--- src/rtl/iob_pkg.sv ---
// iob_pkg: shared definitions for the KA10 I/O bus initiator.
//   - IOT opcode encodings carried on cmd_op
//   - sequencer state encoding
//   - device codes of the standard peripherals
//   - helpers: opcode legality and PI priority encoding
package iob_pkg;

    typedef enum logic [2:0] {
        IOB_CONO  = 3'd0,
        IOB_CONI  = 3'd1,
        IOB_DATAO = 3'd2,
        IOB_DATAI = 3'd3,
        IOB_IORST = 3'd4
    } iob_op_e;

    typedef enum logic [3:0] {
        ST_IDLE,
        ST_SETUP,
        ST_CLR,
        ST_GAP,
        ST_SET,
        ST_HOLD,
        ST_RD,
        ST_RST,
        ST_DONE
    } iob_state_e;

    // 7-bit device codes (octal device number with the two low bits dropped).
    localparam logic [6:0] DEV_TTY = 7'b0010100;
    localparam logic [6:0] DEV_PTR = 7'b0010001;
    localparam logic [6:0] DEV_PTP = 7'b0010000;

    function automatic logic op_is_legal(input logic [2:0] op);
        return op <= IOB_IORST;
    endfunction

    // Level 1 is the highest priority; 0 means no request.
    function automatic logic [2:0] pi_highest(input logic [1:7] req);
        logic [2:0] lvl;
        lvl = 3'd0;
        for (int i = 7; i >= 1; i--) begin
            if (req[i]) lvl = 3'(i);
        end
        return lvl;
    endfunction

endpackage

--- src/rtl/iob_pulse_timer.sv ---
// iob_pulse_timer: loadable down-counter used to time every sequencer state.
//   clk_i       clock
//   rst_n_i     synchronous active-low reset
//   load_i      load load_val_i (state entry); counts down afterwards
//   load_val_i  state length in cycles (>= 1)
//   done_o      high on the last cycle of the loaded interval
// The counter holds load_val_i-1 and saturates at zero, so a length of 1
// gives done_o in the very first cycle without wrapping.
module iob_pulse_timer #(
    parameter int W = 3
) (
    input  logic         clk_i,
    input  logic         rst_n_i,
    input  logic         load_i,
    input  logic [W-1:0] load_val_i,
    output logic         done_o
);

    logic [W-1:0] cnt_q;

    // NOTE: sequential state is updated with non-blocking assignments only,
    // so every flop samples pre-edge values regardless of block ordering.
    always_ff @(posedge clk_i) begin
        if (!rst_n_i) begin
            cnt_q <= '0;
        end else if (load_i) begin
            cnt_q <= load_val_i - W'(1);
        end else if (cnt_q != '0) begin
            cnt_q <= cnt_q - W'(1);
        end
    end

    assign done_o = (cnt_q == '0);

endmodule

--- src/rtl/iob_master.sv ---
// iob_master: processor-side initiator of the KA10 I/O bus.
//   cmd_*      one IOT command at a time (CONO/CONI/DATAO/DATAI/IORST)
//   rsp_*      one-cycle completion pulse, error flag, held read data
//   iobus_*    device select, data, timed clear/set/read/reset strobes,
//              wired-OR read data and PI request lines
//   pi_req     PI requests to the CPU
// Optional macro IOB_PISYNC_EN: PI requests pass through a 2-flop
// synchronizer and an extra output pi_lvl reports the highest active level.
module iob_master
    import iob_pkg::*;
#(
    parameter int SETUP_CYC = 2,
    parameter int CLR_CYC   = 2,
    parameter int GAP_CYC   = 1,
    parameter int SET_CYC   = 2,
    parameter int HOLD_CYC  = 1,
    parameter int RD_CYC    = 3,
    parameter int RST_CYC   = 4
) (
    input  logic        clk,
    input  logic        reset,
    input  logic        cmd_valid,
    output logic        cmd_ready,
    input  logic [2:0]  cmd_op,
    input  logic [3:9]  cmd_dev,
    input  logic [0:35] cmd_data,
    output logic        rsp_valid,
    output logic        rsp_err,
    output logic [0:35] rsp_data,
    output logic        iobus_iob_poweron,
    output logic        iobus_iob_reset,
    output logic        iobus_datao_clear,
    output logic        iobus_datao_set,
    output logic        iobus_cono_clear,
    output logic        iobus_cono_set,
    output logic        iobus_iob_fm_datai,
    output logic        iobus_iob_fm_status,
    output logic [3:9]  iobus_ios,
    output logic [0:35] iobus_iob_out,
    input  logic [0:35] iobus_iob_in,
    input  logic [1:7]  iobus_pi_req,
`ifdef IOB_PISYNC_EN
    output logic [2:0]  pi_lvl,
`endif
    output logic [1:7]  pi_req
);

    localparam int MAX_CYC = (SETUP_CYC > CLR_CYC ? SETUP_CYC : CLR_CYC) > 0 ? 0 : 0;
    localparam int M1 = SETUP_CYC > CLR_CYC ? SETUP_CYC : CLR_CYC;
    localparam int M2 = GAP_CYC > SET_CYC ? GAP_CYC : SET_CYC;
    localparam int M3 = HOLD_CYC > RD_CYC ? HOLD_CYC : RD_CYC;
    localparam int M4 = M1 > M2 ? M1 : M2;
    localparam int M5 = M3 > RST_CYC ? M3 : RST_CYC;
    localparam int CW = $clog2((M4 > M5 ? M4 : M5) + MAX_CYC + 1);

    iob_state_e    state_q, state_d;
    logic [2:0]    op_q;
    logic          err_q;
    logic [3:9]    dev_q;
    logic [0:35]   data_q;
    logic [0:35]   rsp_data_q;
    logic          poweron_q;
    logic          tmr_load;
    logic [CW-1:0] tmr_val;
    logic          tmr_done;
    logic          accept;
    logic          wr_op;
    logic          drive_bus;

    assign accept = cmd_valid && cmd_ready;
    assign wr_op  = (op_q == IOB_CONO) || (op_q == IOB_DATAO);

    iob_pulse_timer #(.W(CW)) u_timer (
        .clk_i      (clk),
        .rst_n_i    (reset),
        .load_i     (tmr_load),
        .load_val_i (tmr_val),
        .done_o     (tmr_done)
    );

    // NOTE: every control register, including the command latches, is reset
    // so that the bus outputs derived from them are defined out of reset.
    always_ff @(posedge clk) begin
        if (!reset) begin
            state_q    <= ST_IDLE;
            op_q       <= 3'd0;
            err_q      <= 1'b0;
            dev_q      <= '0;
            data_q     <= '0;
            rsp_data_q <= '0;
            poweron_q  <= 1'b0;
        end else begin
            state_q   <= state_d;
            poweron_q <= 1'b1;
            if (accept) begin
                op_q   <= cmd_op;
                err_q  <= !op_is_legal(cmd_op);
                dev_q  <= cmd_dev;
                data_q <= cmd_data;
            end
            if (state_q == ST_RD && tmr_done) begin
                rsp_data_q <= iobus_iob_in;
            end
        end
    end

    // Every timed state is entered by loading the timer with its length and
    // left on the cycle the timer reports done.
    // NOTE: all outputs of this block get a default first, so no path can
    // leave one unassigned and infer a latch.
    always_comb begin
        state_d  = state_q;
        tmr_load = 1'b0;
        tmr_val  = '0;
        unique case (state_q)
            ST_IDLE: begin
                if (cmd_valid) begin
                    if (!op_is_legal(cmd_op)) begin
                        state_d = ST_DONE;
                    end else if (cmd_op == IOB_IORST) begin
                        state_d  = ST_RST;
                        tmr_load = 1'b1;
                        tmr_val  = CW'(RST_CYC);
                    end else begin
                        state_d  = ST_SETUP;
                        tmr_load = 1'b1;
                        tmr_val  = CW'(SETUP_CYC);
                    end
                end
            end
            ST_SETUP: begin
                if (tmr_done) begin
                    tmr_load = 1'b1;
                    if (wr_op) begin
                        state_d = ST_CLR;
                        tmr_val = CW'(CLR_CYC);
                    end else begin
                        state_d = ST_RD;
                        tmr_val = CW'(RD_CYC);
                    end
                end
            end
            ST_CLR: begin
                if (tmr_done) begin
                    state_d  = ST_GAP;
                    tmr_load = 1'b1;
                    tmr_val  = CW'(GAP_CYC);
                end
            end
            ST_GAP: begin
                if (tmr_done) begin
                    state_d  = ST_SET;
                    tmr_load = 1'b1;
                    tmr_val  = CW'(SET_CYC);
                end
            end
            ST_SET, ST_RD: begin
                if (tmr_done) begin
                    state_d  = ST_HOLD;
                    tmr_load = 1'b1;
                    tmr_val  = CW'(HOLD_CYC);
                end
            end
            ST_HOLD, ST_RST: begin
                if (tmr_done) state_d = ST_DONE;
            end
            ST_DONE: state_d = ST_IDLE;
            default: state_d = ST_IDLE;
        endcase
    end

    assign drive_bus = (state_q == ST_SETUP) || (state_q == ST_CLR) ||
                       (state_q == ST_GAP)   || (state_q == ST_SET) ||
                       (state_q == ST_HOLD)  || (state_q == ST_RD);

    assign cmd_ready           = (state_q == ST_IDLE);
    assign rsp_valid           = (state_q == ST_DONE);
    assign rsp_err             = (state_q == ST_DONE) && err_q;
    assign rsp_data            = rsp_data_q;
    assign iobus_iob_poweron   = poweron_q;
    assign iobus_iob_reset     = (state_q == ST_RST);
    assign iobus_cono_clear    = (state_q == ST_CLR) && (op_q == IOB_CONO);
    assign iobus_datao_clear   = (state_q == ST_CLR) && (op_q == IOB_DATAO);
    assign iobus_cono_set      = (state_q == ST_SET) && (op_q == IOB_CONO);
    assign iobus_datao_set     = (state_q == ST_SET) && (op_q == IOB_DATAO);
    assign iobus_iob_fm_status = (state_q == ST_RD)  && (op_q == IOB_CONI);
    assign iobus_iob_fm_datai  = (state_q == ST_RD)  && (op_q == IOB_DATAI);
    assign iobus_ios           = drive_bus ? dev_q : '0;
    assign iobus_iob_out       = (drive_bus && wr_op) ? data_q : '0;

`ifdef IOB_PISYNC_EN
    logic [1:7] pi_s1_q, pi_s2_q;
    logic [2:0] pi_lvl_q;

    // The level is encoded from the first stage so it lines up with pi_req.
    always_ff @(posedge clk) begin
        if (!reset) begin
            pi_s1_q  <= '0;
            pi_s2_q  <= '0;
            pi_lvl_q <= 3'd0;
        end else begin
            pi_s1_q  <= iobus_pi_req;
            pi_s2_q  <= pi_s1_q;
            pi_lvl_q <= pi_highest(pi_s1_q);
        end
    end

    assign pi_req = pi_s2_q;
    assign pi_lvl = pi_lvl_q;
`else
    assign pi_req = iobus_pi_req;
`endif

endmodule

--- config.mk ---
export PLATFORM = sky130hd
export DESIGN_NAME = iob_master
export DESIGN_NICKNAME = d
export VERILOG_FILES = /design/src/rtl/iob_pkg.sv /design/src/rtl/iob_pulse_timer.sv /design/src/rtl/iob_master.sv
export SDC_FILE = /design/constraint.sdc
export NUM_CORES = 1
export LEC_CHECK = 0
export ABC_AREA = 1
export BUFFER_PORTS_ARGS = -buffer_cell sky130_fd_sc_hd__buf_4
export CELL_PAD_IN_SITES_DETAIL_PLACEMENT = 0
export CELL_PAD_IN_SITES_GLOBAL_PLACEMENT = 2
export CORE_UTILIZATION = 21
export CTS_BUF_LIST = sky130_fd_sc_hd__clkbuf_16
export CTS_CLUSTER_DIAMETER = 120
export DETAILED_ROUTE_END_ITERATION = 16
export GPL_TIMING_DRIVEN = 0
export PLACE_DENSITY = 0.76
export SYNTH_ARGS = -nofsm -noshare
export SYNTH_HDL_FRONTEND = slang
export SYNTH_SLANG_ARGS = --single-unit
--- constraint.sdc ---
create_clock -name clk -period 1.5 [get_ports clk]
set_input_delay 0.3 -clock clk [delete_from_list [all_inputs] [get_ports clk]]
set_output_delay 0.3 -clock clk [all_outputs]
set_load 0.02 [all_outputs]
Yosys cells after proc, flatten, opt, wreduce, memory -nomap -nowiden:

Index checks and enable logic that the tools add are counted.

* equality and inequality tests: 18
* $add $sub $neg: 2
* reduce and logical (&&, ||, !) cells: 27
* order comparisons: 1
* mux-type cells: 27

Operators by type and width (number)
* $mux W36: 1
* $mux W4: 7
* $pmux W4 S6: 1
* $mux W3: 7
* $eq A4 B3 Y1 const B: 4
* $ne A2 B2 Y1 const B: 6
* $pmux W3 S4: 1
* $logic_and A1 B1 Y1: 10
* $eq A4 B2 Y1 const B: 2
* $mux W7: 1
* $eq A3 B2 Y1 const B: 2
* $logic_not A3 Y1: 2
* $logic_or A1 B1 Y1: 6
* $mux W1: 6
* $reduce_and A6 Y1: 1
* $sub A3 B1 Y3 const B: 2
* $reduce_or A5 Y1: 1
* $eq A4 B1 Y1 const B: 1
* $eq A4 B4 Y1 const B: 1
* $logic_not A4 Y1: 1
* $mux W2: 2
* $reduce_or A2 Y1: 2
* $eq A3 B1 Y1 const B: 1
* $eq A3 B3 Y1 const B: 1
* other kinds (6): 6

* register bits: 91
* input port bits: 92
* output and inout bits: 97
* logic and storage cells: 83

Logic depth before layout (Yosys ltp):

* depth after elaboration: 8
* mapped depth: 12

By module:

A second synthesis with hierarchy kept.

* cells, all modules: 525
* area, all modules: 3872.5 um^2

Modules (own cells, without submodules)
* iob_master: cells each 501, seq. area each 1761.7 um^2, area each 3707.3 um^2, times used 1
* iob_pulse_timer: cells each 24, seq. area each 60.1 um^2, area each 165.2 um^2, times used 1

Worst setup path before layout:

No wires, ideal clock.

* path kind: register -> register
* start point: register state_q[0]
* end point: register u_timer.cnt_q[2]
* data required time: 1.376 ns
* arrival: 1.611 ns
* period minus slack after synthesis: 1.735 ns
* buffers on the path: 0
* cell stages (with the launch flop): 12
* slack: -0.235 ns
* library setup time: 0.124 ns
* cells stage by stage: dfxtp_1 -> inv_2 -> nand2_2 -> nor2_2 -> nand3_1 -> nand2_1 -> o211ai_1 -> o21ai_0 -> ha_1 -> inv_1 -> nand3_1 -> a21oi_1

* elaborated cells between the ends (all ways): 13

RTL lines
* start, declared: RTL line iob_master.sv:56 `iob_state_e state_q, state_d;`
* start signal, assigned: RTL line iob_master.sv:93 `state_q <= state_d;`
* $logic_not A4 Y1 *
* named net cmd_ready: RTL line iob_master.sv:23 `output logic cmd_ready,`
* $pmux W3 S4: RTL line iob_master.sv:115 `unique case (state_q)`
* $sub A3 B1 Y3: RTL line iob_pulse_timer.sv:27 `cnt_q <= load_val_i - W'(1);`
* $mux W3: RTL line iob_pulse_timer.sv:26 `end else if (load_i) begin`
* end signal, assigned: RTL line iob_pulse_timer.sv:27
* end signal, assigned: RTL line iob_pulse_timer.sv:29 `cnt_q <= cnt_q - W'(1);`
* end, declared: RTL line iob_pulse_timer.sv:19 `logic [W-1:0] cnt_q;`

Mark *: on every way through the listed nets, which the timed path passes. The rest lies on a longest branch.
A chain may end at the register's enable or synchronous reset.

Worst setup path after layout:

* start point: register state_q[2]
* end point: output iobus_iob_out[16] (netlist bit)

* cells in the longest elaborated chain, start to end: 8
* elaborated cells between the ends (all ways): 13

RTL lines
* $eq A4 B1 Y1 / $eq A4 B2 Y1 (equally long branches): RTL line iob_master.sv:172 `assign drive_bus = (state_q == ST_SETUP) || (state_q == ST_CLR) ||`
* $logic_or A1 B1 Y1 (2 in series): RTL line iob_master.sv:172
* $logic_or A1 B1 Y1 (2 in series): RTL line iob_master.sv:173 `(state_q == ST_GAP) || (state_q == ST_SET) ||`
* $logic_or A1 B1 Y1 *: RTL line iob_master.sv:174 `(state_q == ST_HOLD) || (state_q == ST_RD);`
* $logic_and A1 B1 Y1 *: RTL line iob_master.sv:189 `assign iobus_iob_out = (drive_bus && wr_op) ? data_q : '0;`
* $mux W36 *: RTL line iob_master.sv:189
* end, declared: RTL line iob_master.sv:39 `output logic [0:35] iobus_iob_out,`

Every way passes the cells marked *; elsewhere a longest branch is shown, timed or not.

==> reports/results.tsv <==
stage	metric	value	unit
run_status	outcome	complete, but fails checks	
run_status	violations	negative setup slack	
layout	drive_gt1_share	54.67	%
place	post-dp-hpwl	9423	um
route	ant_nets	0	
floorplan	ios	189	
worst_setup_path	slowest_stage	dfxtp_4	
sta	finalMaxSlewViolations	0	
worst_setup_path	path_common_cell	nor2_4	
worst_setup_path	worstPathMaxFanout	10	
worst_setup_path	cp_data_required_time	1200	ps
synth	synth_area_per_cell	7.360	um^2
sta	hold_ws	112.5	ps
synth	yosysSeqAreaShare	47.78	%
grt	grt_overflow	0	
worst_setup_path	r2r_slack	-280	ps
layout	layout.nets	838	
clock_network	clockBufferDepth	2	
worst_setup_path	cp.arrival	1590	ps
floorplan	rows	48	
clock_network	numCtsBuffers	9	
clock_network	clkTransAtPathRegs	70	ps
worst_setup_path	crit_type	flop to primary output	
layout	final_core_util	41.40	%
place	gp_congestion	0.7924	
worst_setup_path	start_kind	flop	
grt	grt_pass1_vias	3943	
route	wirelength	13350	um
synth	synth_cell_type_count	25	
clock_network	cts_tree	done	
route	drt_iter0_drc	95	
sta	relSlewSlack	41.76	%
worst_hold_path	hold_end	iobus_iob_poweron$_DFF_P_	
layout	num_antenna_cells	0	
clock_network	clock_latency	340	ps
route	drtPass1Iterations	4	
synth	syn-cell-area	3812	um^2
grt	grt_use_total	13.89	%
route	drc_errors	0	
worst_setup_path	cp_slowest_stage_delay	380	ps
sta	fmaxAchievable	0.5297	GHz
clock_network	cts_max_level	3	
synth	synth_warnings	0	
run	cap_viol_max_count	0	
floorplan	coreArea	17540	um^2
worst_hold_path	hold_path_depth	1	
layout	final_common_cell	buf_4	
sta	min_period_over_period	125.9	%
worst_hold_path	min_from	reset	
worst_hold_path	min_path_type	input port to flop	
clock_network	cts_root_buf	clkbuf_16	
route	vias	4120	
sta	finalCriticalPeriod	1888	ps
layout	syn_to_final_growth	90.42	%
sta	finalSetupViolations	124	
sta	hold_viol_final	0	
route	viasPerCell	4.226	
pwr	power.total	12.58	mW
layout	layout_common_cells	buf_4 (172), dfxtp_1 (87), nor2_1 (69), inv_1 (63), buf_6 (46)	
floorplan	die-area	18700	um^2
floorplan	start_util	21.74	%
route	wire_per_inst	13.70	um
pwr	peakVddDrop	0.0009638	V
floorplan	fp.dieH	136.7	um
worst_setup_path	end_kind	primary output	
synth	synthesis.nets	611	
sta	rsz0062_at_grt	yes	
pwr	p_leak	3.159	nW
clock_network	numClockSinks	91	
worst_setup_path	worstPathCellList	inv_4, nor2_4, nand2_2, nand2_4, nand2_8, buf_12, nor2_4, buf_6	
worst_setup_path	timing.rr.start	state_q[3]$_SDFFE_PN0P_	
pwr	power.density	1734	nW/um^2
grt	grt_max_degree	15	
sta	worst_slack	-387.8	ps
synth	synth-seq-cells	91	
grt	antenna_found_initial	0	
synth	syn_inst	518	
grt	grt_pass1_wl	19890	um
worst_setup_path	r2r_cells	13	
floorplan	die_width	136.7	um
sta	fin_setup_tns	-25400	ps
place	port_buffers	181	
place	place_ws	-338.1	ps
worst_setup_path	r2r-end	u_timer.cnt_q[2]$_SDFFE_PN0P_	
sta	clock_skew	7.445	ps
sta	worst_pin_slew	873.6	ps
## cells in the mapped netlist (all sizes together)
cell    number  area share [%]
nand2       30             3.2
ha           1            0.33
nand3       10             1.6
nand4        1            0.16
buf         26             5.4
nor2       132              14
clkbuf       9            0.89
o211ai       1            0.20
nor4         3            0.49
dfxtp       91              48
a21oi       52             6.8
inv         69             6.8
nor3         5            0.79
o21ai       88              12
## critical path, delay by kind of cell (launching register included)
kind,cells,cell delay (ps)
buf+inv,3,350
simple gates,5,500
flops,1,380
## layout make-up
type	count	area, um^2
fillers	1799	10280
inverters	69	284.0
multi-input cells	323	2222
plain buffers	35	396.6
well taps	225	281.5
repair buffers	216	1954
clock buffers	9	225.2
clock inverters	7	61.31
flip-flops and latches	91	1834
## sequential cells by signal (all words and copies together) (netlist names)
signal	flops
data_q	36
dev_q	7
err_q	1
iobus_iob_poweron	1
op_q	3
rsp_data	36
state_q	4
u_timer.cnt_q	3
## per-stage QoR
stage,cells,area (um^2)
final,975,7259
after global routing,975,7259
after CTS,955,6449
after detailed placement,924,5724
after global placement,924,5724
after floorplan,518,4084
## logic make-up after synthesis
group | Yosys count | synth area share, %
flip-flops | 91 | 47.78
AND/OR/NAND/NOR | 181 | 20.25
adder cells (fa/ha/maj) | 1 | 0.3281
buffers and inverters | 104 | 13.06
AO/OA/AOI/OAI | 141 | 18.58
## layer usage
metal  part of all wire, %  track usage (%)  routed length (um)  up-vias
met5                     0                0                   0        -
met4                  0.83            2.840                 111        0
met3                    10            6.926                1352        8
met2                    47            22.19                6248      155
met1                    42            16.67                5641     1867
li1                      -                -                   -     2090
## report_power, final
group | total (mW) | internal [mW] | leakage [nW] | switching, mW
Sequential | 3.21 | 2.98 | 0.748 | 0.228
Clock | 2.23 | 1.27 | 0.141 | 0.954
Combinational | 7.15 | 3.19 | 2.27 | 3.96
Total | 12.6 | 7.44 | 3.16 | 5.14
## worst max path at each step
stage                       startpoint                            end  cells past startpoint
2_1_floorplan  state_q[2]$_SDFFE_PN0P_             iobus_iob_fm_datai                      4
3_3_place_gp   state_q[3]$_SDFFE_PN0P_  u_timer.cnt_q[2]$_SDFFE_PN0P_                     12
3_5_place_dp   state_q[3]$_SDFFE_PN0P_  u_timer.cnt_q[2]$_SDFFE_PN0P_                     12
4_1_cts        state_q[2]$_SDFFE_PN0P_              iobus_iob_out[30]                      8
5_1_grt        state_q[2]$_SDFFE_PN0P_              iobus_iob_out[20]                      8
6_report       state_q[2]$_SDFFE_PN0P_              iobus_iob_out[16]                      8
## what timing repair did
action / CTS / global route
gates cloned: 1 / 8
setup endpoints to repair: 101 / 131
gates resized for setup: 80 / 151
hold endpoints to repair: 0 / 0
setup buffers: 14 / 12
hold buffers: 0 / 0
pin swaps: 11 / 10
Note: power is estimated with default switching activity, not from simulation.
